$ cat config.mk
export PLATFORM = sky130hd
export DESIGN_NAME = mul16_sequencer
export DESIGN_NICKNAME = d
export VERILOG_FILES = /design/src/rtl/mul16_sequencer.sv
export SDC_FILE = /design/constraint.sdc
export NUM_CORES = 1
export LEC_CHECK = 0
export BUFFER_PORTS_ARGS = -buffer_cell sky130_fd_sc_hd__buf_2
export CELL_PAD_IN_SITES_DETAIL_PLACEMENT = 2
export CELL_PAD_IN_SITES_GLOBAL_PLACEMENT = 2
export CORE_ASPECT_RATIO = 1.4
export CORE_MARGIN = 2
export CORE_UTILIZATION = 43
export DETAILED_ROUTE_END_ITERATION = 8
export HOLD_SLACK_MARGIN = 0.02
export PLACE_DENSITY_LB_ADDON = 0.1
export SLEW_MARGIN = 25
export SYNTH_ARGS = -nofsm -noshare
export SYNTH_HDL_FRONTEND = slang
export SYNTH_SLANG_ARGS = --single-unit
export TNS_END_PERCENT = 5
$ cat constraint.sdc
create_clock -name clk -period 14.5 [get_ports clk]
set_input_delay 2.175 -clock clk [delete_from_list [all_inputs] [get_ports clk]]
set_output_delay 2.175 -clock clk [all_outputs]
set_load 0.01 [all_outputs]
$ cat src/rtl/mul16_sequencer.sv
// mul16_sequencer: unsigned 16x16 -> 32-bit multiply built from the shared
// ARU 8x8 multiplier and 16-bit adder. Four partial products are formed one
// per cycle. Four carry-propagating adds then combine them into the product.
module mul16_sequencer #(
  parameter int OPW = 16
) (
  input  logic               clk,
  input  logic               rst,
  input  logic               clr,
  input  logic               start,
  input  logic [OPW-1:0]     op_a,
  input  logic [OPW-1:0]     op_b,
  output logic               busy,
  output logic               done,
  output logic [2*OPW-1:0]   result,
  output logic               aru_own,
  output logic [OPW-1:0]     aru_in0,
  output logic [OPW-1:0]     aru_in1,
  output logic               aru_add,
  output logic               aru_mul,
  input  logic [OPW-1:0]     aru_out,
  input  logic               aru_c
);

  typedef enum logic [3:0] {
    S_IDLE, S_M0, S_M1, S_M2, S_M3, S_AMID, S_ALO, S_AHI, S_AHC, S_DONE
  } state_t;

  state_t state, state_nxt;

  logic [OPW-1:0] a, b;
  logic [OPW-1:0] pp0, pp1, pp2, pp3;
  logic [OPW-1:0] mid, lo, hi_tmp;
  logic           c1, c2;

  logic [7:0] al, ah, bl, bh;
  assign al = a[7:0];
  assign ah = a[15:8];
  assign bl = b[7:0];
  assign bh = b[15:8];

  // State register.
  always_ff @(posedge clk or posedge rst) begin
    // NOTE: all clocked state uses non-blocking assignments so every register
    // samples the pre-edge values, independent of block ordering.
    if (rst) state <= S_IDLE;
    else     state <= state_nxt;
  end

  // Next-state logic and ARU control decode from the current state.
  always_comb begin
    // NOTE: every output gets a default first so no path leaves a value
    // unassigned, which would otherwise infer a latch.
    state_nxt = state;
    busy      = 1'b0;
    done      = 1'b0;
    aru_in0   = '0;
    aru_in1   = '0;
    aru_add   = 1'b0;
    aru_mul   = 1'b0;
    case (state)
      S_IDLE: if (start) state_nxt = S_M0;
      S_M0: begin
        busy = 1'b1; aru_mul = 1'b1;
        aru_in0 = {8'h00, al}; aru_in1 = {8'h00, bl};
        state_nxt = S_M1;
      end
      S_M1: begin
        busy = 1'b1; aru_mul = 1'b1;
        aru_in0 = {8'h00, ah}; aru_in1 = {8'h00, bl};
        state_nxt = S_M2;
      end
      S_M2: begin
        busy = 1'b1; aru_mul = 1'b1;
        aru_in0 = {8'h00, al}; aru_in1 = {8'h00, bh};
        state_nxt = S_M3;
      end
      S_M3: begin
        busy = 1'b1; aru_mul = 1'b1;
        aru_in0 = {8'h00, ah}; aru_in1 = {8'h00, bh};
        state_nxt = S_AMID;
      end
      S_AMID: begin
        busy = 1'b1; aru_add = 1'b1;
        aru_in0 = pp1; aru_in1 = pp2;
        state_nxt = S_ALO;
      end
      S_ALO: begin
        busy = 1'b1; aru_add = 1'b1;
        aru_in0 = pp0; aru_in1 = {mid[7:0], 8'h00};
        state_nxt = S_AHI;
      end
      S_AHI: begin
        busy = 1'b1; aru_add = 1'b1;
        aru_in0 = pp3; aru_in1 = {7'h00, c1, mid[15:8]};
        state_nxt = S_AHC;
      end
      S_AHC: begin
        busy = 1'b1; aru_add = 1'b1;
        aru_in0 = hi_tmp; aru_in1 = {15'h0000, c2};
        state_nxt = S_DONE;
      end
      S_DONE: begin
        done = 1'b1;
        state_nxt = S_IDLE;
      end
      default: state_nxt = S_IDLE;
    endcase
    // Abort wins over everything, including a start in IDLE.
    if (clr) state_nxt = S_IDLE;
  end

  assign aru_own = busy;

  // Operand latch, partial-product/sum capture and result register.
  always_ff @(posedge clk or posedge rst) begin
    if (rst) begin
      a <= '0; b <= '0;
      pp0 <= '0; pp1 <= '0; pp2 <= '0; pp3 <= '0;
      mid <= '0; lo <= '0; hi_tmp <= '0;
      c1 <= 1'b0; c2 <= 1'b0;
      result <= '0;
    end else if (clr) begin
      result <= '0;
    end else begin
      case (state)
        S_IDLE: if (start) begin
          a <= op_a;
          b <= op_b;
          result <= '0;
        end
        S_M0:   pp0 <= aru_out;
        S_M1:   pp1 <= aru_out;
        S_M2:   pp2 <= aru_out;
        S_M3:   pp3 <= aru_out;
        S_AMID: begin mid <= aru_out; c1 <= aru_c; end
        S_ALO:  begin lo  <= aru_out; c2 <= aru_c; end
        S_AHI:  hi_tmp <= aru_out;
        S_AHC:  result <= {aru_out, lo};
        default: ;
      endcase
    end
  end

endmodule

==> impl_summary.log <==
[metrics] GPL Wtd Cong: 0.775
[metrics] number of setup violations in the final report: 0
[metrics] fin worst setup slack: 9.63 ns
[metrics] die height: ~160 um
[metrics] signal arrival time at the worst endpoint: ~2.7 ns
[metrics] share of final-layout standard cells stronger than drive strength 1: approximately half
[metrics] clock root buffer master: sky130_fd_sc_hd__clkbuf_16
[metrics] Max Slew Vio Count: 0
[metrics] via count: between 5000 and 6000
[metrics] Tot GR Track Use: approximately a quarter
[metrics] Clock Tree Buf Depth: 2
[metrics] post-route worst hold slack: about 0.50 ns
[metrics] P_sw: around 0.41 mW
[metrics] Inserted Diodes: 0
[metrics] Worst setup EP type: primary output
[metrics] TritonCTS clock tree: done
[metrics] count of state elements after synthesis: approximately 180
[metrics] slew margin rel.: between 30% and 40%
[metrics] count of flip-flops with a built-in enable after synthesis: 0
[metrics] via count of the first global-routing pass: just under 6000
[metrics] switching power share of the total: approximately 28%
[metrics] largest area contributor in the synthesized netlist: sky130_fd_sc_hd__dfrtp_1
[metrics] post-route antenna net violation count: 0
[metrics] count of cells resized by post-cts repair: 0
[metrics] count of endpoints failing hold in the final timing report: 0
[metrics] sequential area share after synthesis: about 57%
[metrics] clock power share: about a third
[metrics] Die Area: 0.0196 mm2
[metrics] most numerous cell types in the synthesized netlist: 182 x sky130_fd_sc_hd__dfrtp_1, 144 x sky130_fd_sc_hd__mux2_2, 39 x sky130_fd_sc_hd__a22o_1, 26 x sky130_fd_sc_hd__buf_2, 17 x sky130_fd_sc_hd__a22oi_1
[metrics] cell with the most instances after synthesis: sky130_fd_sc_hd__dfrtp_1
[metrics] average cell area after synthesis: around 14 um2
[metrics] first-pass iteration count of the detailed router: 4
[metrics] post-DR wirelength/cell: about 25 um
[metrics] WS Path Type: register to primary output
[metrics] period utilization: about a third
[metrics] type of the tightest min-delay check: register to register
[metrics] highest attainable clock frequency: 0.205 GHz
[metrics] starting density of the core: around 44%
[metrics] source-to-sink clock delay at the later pin of the worst-skew pair: between 0.4 and 0.5 ns
[metrics] post-synthesis instance total: roughly 560
[metrics] Port Buffer Count: around 120
[metrics] number of setup buffers added after CTS: 0
[metrics] detailed-route vias per instance: 5.68
[metrics] final sum of negative setup slack: 0 ns
[metrics] WP data required: between 10 and 15 ns
[metrics] result of the run: complete, no violations
[metrics] I/O pin total: approximately 120
[metrics] pin count of the biggest net entering global routing: 75
[metrics] Least-Margin Pin Slew: a little under 1 ns
[metrics] antenna violations before repair: 1
[metrics] fraction of power consumed by sequential logic: between 40% and 50%
[metrics] Total Power: approximately 1.4 mW
[metrics] Iter 0 DRT Violations: about 230
[metrics] combinational share of power: approximately 18%
[metrics] WL final: approximately 23000 um
[metrics] Num CTS Buffers: 17
[metrics] areal power density over the cells: about 160 mW/mm2
[metrics] die width: ~120 um
[metrics] wire length of the first global-routing pass: 35900 um
[metrics] number of warnings printed during yosys synthesis: 0
[metrics] Cell Int Power: 1.04 mW
[metrics] syn nets: around 610
[metrics] remaining design rule violation count: 0
[metrics] count of clock tree sinks: 182
[metrics] share of synthesized flip-flops with an asynchronous set or reset: 100%
[metrics] Leak: around 4.4 nW
[metrics] distinct cell type count after synthesis: 49
[metrics] Synth Flop Type: sky130_fd_sc_hd__dfrtp_1
[metrics] final std cells w/o fill: 917
[metrics] clock transition time at the flip-flop clock pins of the worst setup and hold paths: approximately 0.07 ns
[metrics] clock skew after layout: ~0.011 ns
[metrics] setup repair after global routing missed its margin: false
[metrics] critical path launch point type: register
[metrics] Synth area leaders: sky130_fd_sc_hd__dfrtp_1 57%, sky130_fd_sc_hd__mux2_2 20%, sky130_fd_sc_hd__a22o_1 4.3%
[metrics] H-tree depth: 4
[metrics] share of the synthesized area in the top cell type: a little under three fifths
[metrics] overflow left after global routing: 0
[metrics] site row count: 58
[metrics] maxcap violations: 0
[metrics] highest net fanout along the worst path: 29
[metrics] maximum vdd ir drop: approximately 0.00007 V
[metrics] post-detail-place hpwl: 15100 um
[metrics] area growth from synthesis to final layout: 17.0%
[metrics] total core area: between 0.015 and 0.02 mm2
[metrics] Placement Setup Slack: about 10 ns
[metrics] netlist area before placement: 0.00794 mm2
[metrics] NumNets Final: between 700 and 800
[metrics] cts hold-fix bufs: 0
[metrics] Placed Cells incl. Taps: 884
[metrics] Final Critical Period: 4.87 ns
## power groups by stage
stage,clock [mW],combinational [mW],sequential (mW)
after global routing,0.507,0.277,0.731
after detailed placement,0,0.254,0.720
after CTS,0.493,0.258,0.715
after floorplan,0,0.190,0.684
final,0.479,0.253,0.716
after global placement,0,0.239,0.708
## area by class of cell
cell class,count,area (um2)
repair buffers,129,673
clock inverters,13,158
inverters,3,16.3
multi-input cells,331,3130
well taps,240,300
clock buffers,19,453
flip-flops and latches,182,4560
fillers,1747,8710
## sequential cells by signal, indices dropped and copies added (netlist names)
register / flops
pp1: 16
a: 16
state: 4
hi_tmp: 16
b: 16
mid: 16
lo: 16
pp3: 16
c2: 1
pp0: 16
c1: 1
pp2: 16
result: 32
## per-stage QoR
step / utilization [%] / instance area [um2]
after global routing: 51.6 / 9290
final: 51.6 / 9290
after detailed placement: 48.1 / 8660
after CTS: 51.5 / 9270
after global placement: 48.1 / 8660
after floorplan: - / 7940
## per-layer routing
| metal | up-vias | track usage (%) | part of all wire, % |
|---|---|---|---|
| met5 | - | 0 | 0.048 |
| li1 | 2299 | - | - |
| met1 | 2779 | 30.9 | 43 |
| met3 | 13 | 5.32 | 3.9 |
| met4 | 2 | 5.68 | 0.64 |
| met2 | 117 | 42.9 | 52 |
## critical path: stages (launching register included)
cell	delay (ns)
sky130_fd_sc_hd__dfrtp_1	0.97
sky130_fd_sc_hd__nor4b_4	0.80
sky130_fd_sc_hd__a22oi_1	0.20
sky130_fd_sc_hd__o21ai_0	0.12
sky130_fd_sc_hd__buf_2	0.17
## path summary, 6_finish.rpt
| kind | startpoint | end | slack (ns) | cells past startpoint |
|---|---|---|---|---|
| max in group asynchronous | rst | pp3[15] | 11.54 | 3 |
| hold / removal | lo[14] | result[14] | 0.50 | 1 |
| setup / recovery | state[3] | aru_in0[9] | 9.63 | 4 |
| hold reg to reg | lo[14] | result[14] | 0.50 | 1 |
| setup reg to reg | state[3] | pp2[5] | 11.88 | 3 |
| min in group asynchronous | rst | lo[3] | 1.73 | 2 |
## cells by family (layout without fill, tap and decap cells)
logic type      Yosys count  in the layout  synth area share, %
buf+inv                  45            164                 3.20
xor+xnor                  4              4                0.536
compound gates          102            102                 10.3
flops                   182            182                 57.4
simple gates             63             63                 5.85
mux                     162            162                 22.7
## cell usage in the layout (no fill, tap or decap), types with 2 or more instances in the layout
cell / count
sky130_fd_sc_hd__clkbuf_16: 17
sky130_fd_sc_hd__nor2_1: 12
sky130_fd_sc_hd__a21oi_1: 6
sky130_fd_sc_hd__clkbuf_8: 2
sky130_fd_sc_hd__nand2_1: 5
sky130_fd_sc_hd__buf_2: 121
sky130_fd_sc_hd__a221o_1: 8
sky130_fd_sc_hd__a22o_1: 39
sky130_fd_sc_hd__a22oi_1: 17
sky130_fd_sc_hd__nor4bb_1: 6
sky130_fd_sc_hd__clkinvlp_4: 2
sky130_fd_sc_hd__nor2b_1: 3
sky130_fd_sc_hd__buf_4: 6
sky130_fd_sc_hd__buf_6: 2
sky130_fd_sc_hd__xnor2_1: 3
sky130_fd_sc_hd__and4bb_2: 2
sky130_fd_sc_hd__mux2_1: 2
sky130_fd_sc_hd__dfrtp_1: 181
sky130_fd_sc_hd__bufinv_16: 2
sky130_fd_sc_hd__or2_2: 2
sky130_fd_sc_hd__o21ai_0: 9
sky130_fd_sc_hd__inv_6: 5
sky130_fd_sc_hd__nand2_2: 4
sky130_fd_sc_hd__and3_1: 6
sky130_fd_sc_hd__mux2_2: 144
sky130_fd_sc_hd__nor3b_2: 2
sky130_fd_sc_hd__nor3_1: 4
sky130_fd_sc_hd__a32oi_1: 7
sky130_fd_sc_hd__and3b_1: 2
sky130_fd_sc_hd__inv_8: 3
sky130_fd_sc_hd__o221ai_1: 8
sky130_fd_sc_hd__nor3_2: 2
sky130_fd_sc_hd__mux2i_1: 16
sky130_fd_sc_hd__a211oi_1: 3
No activity file was read; power rests on OpenSTA's default activity.
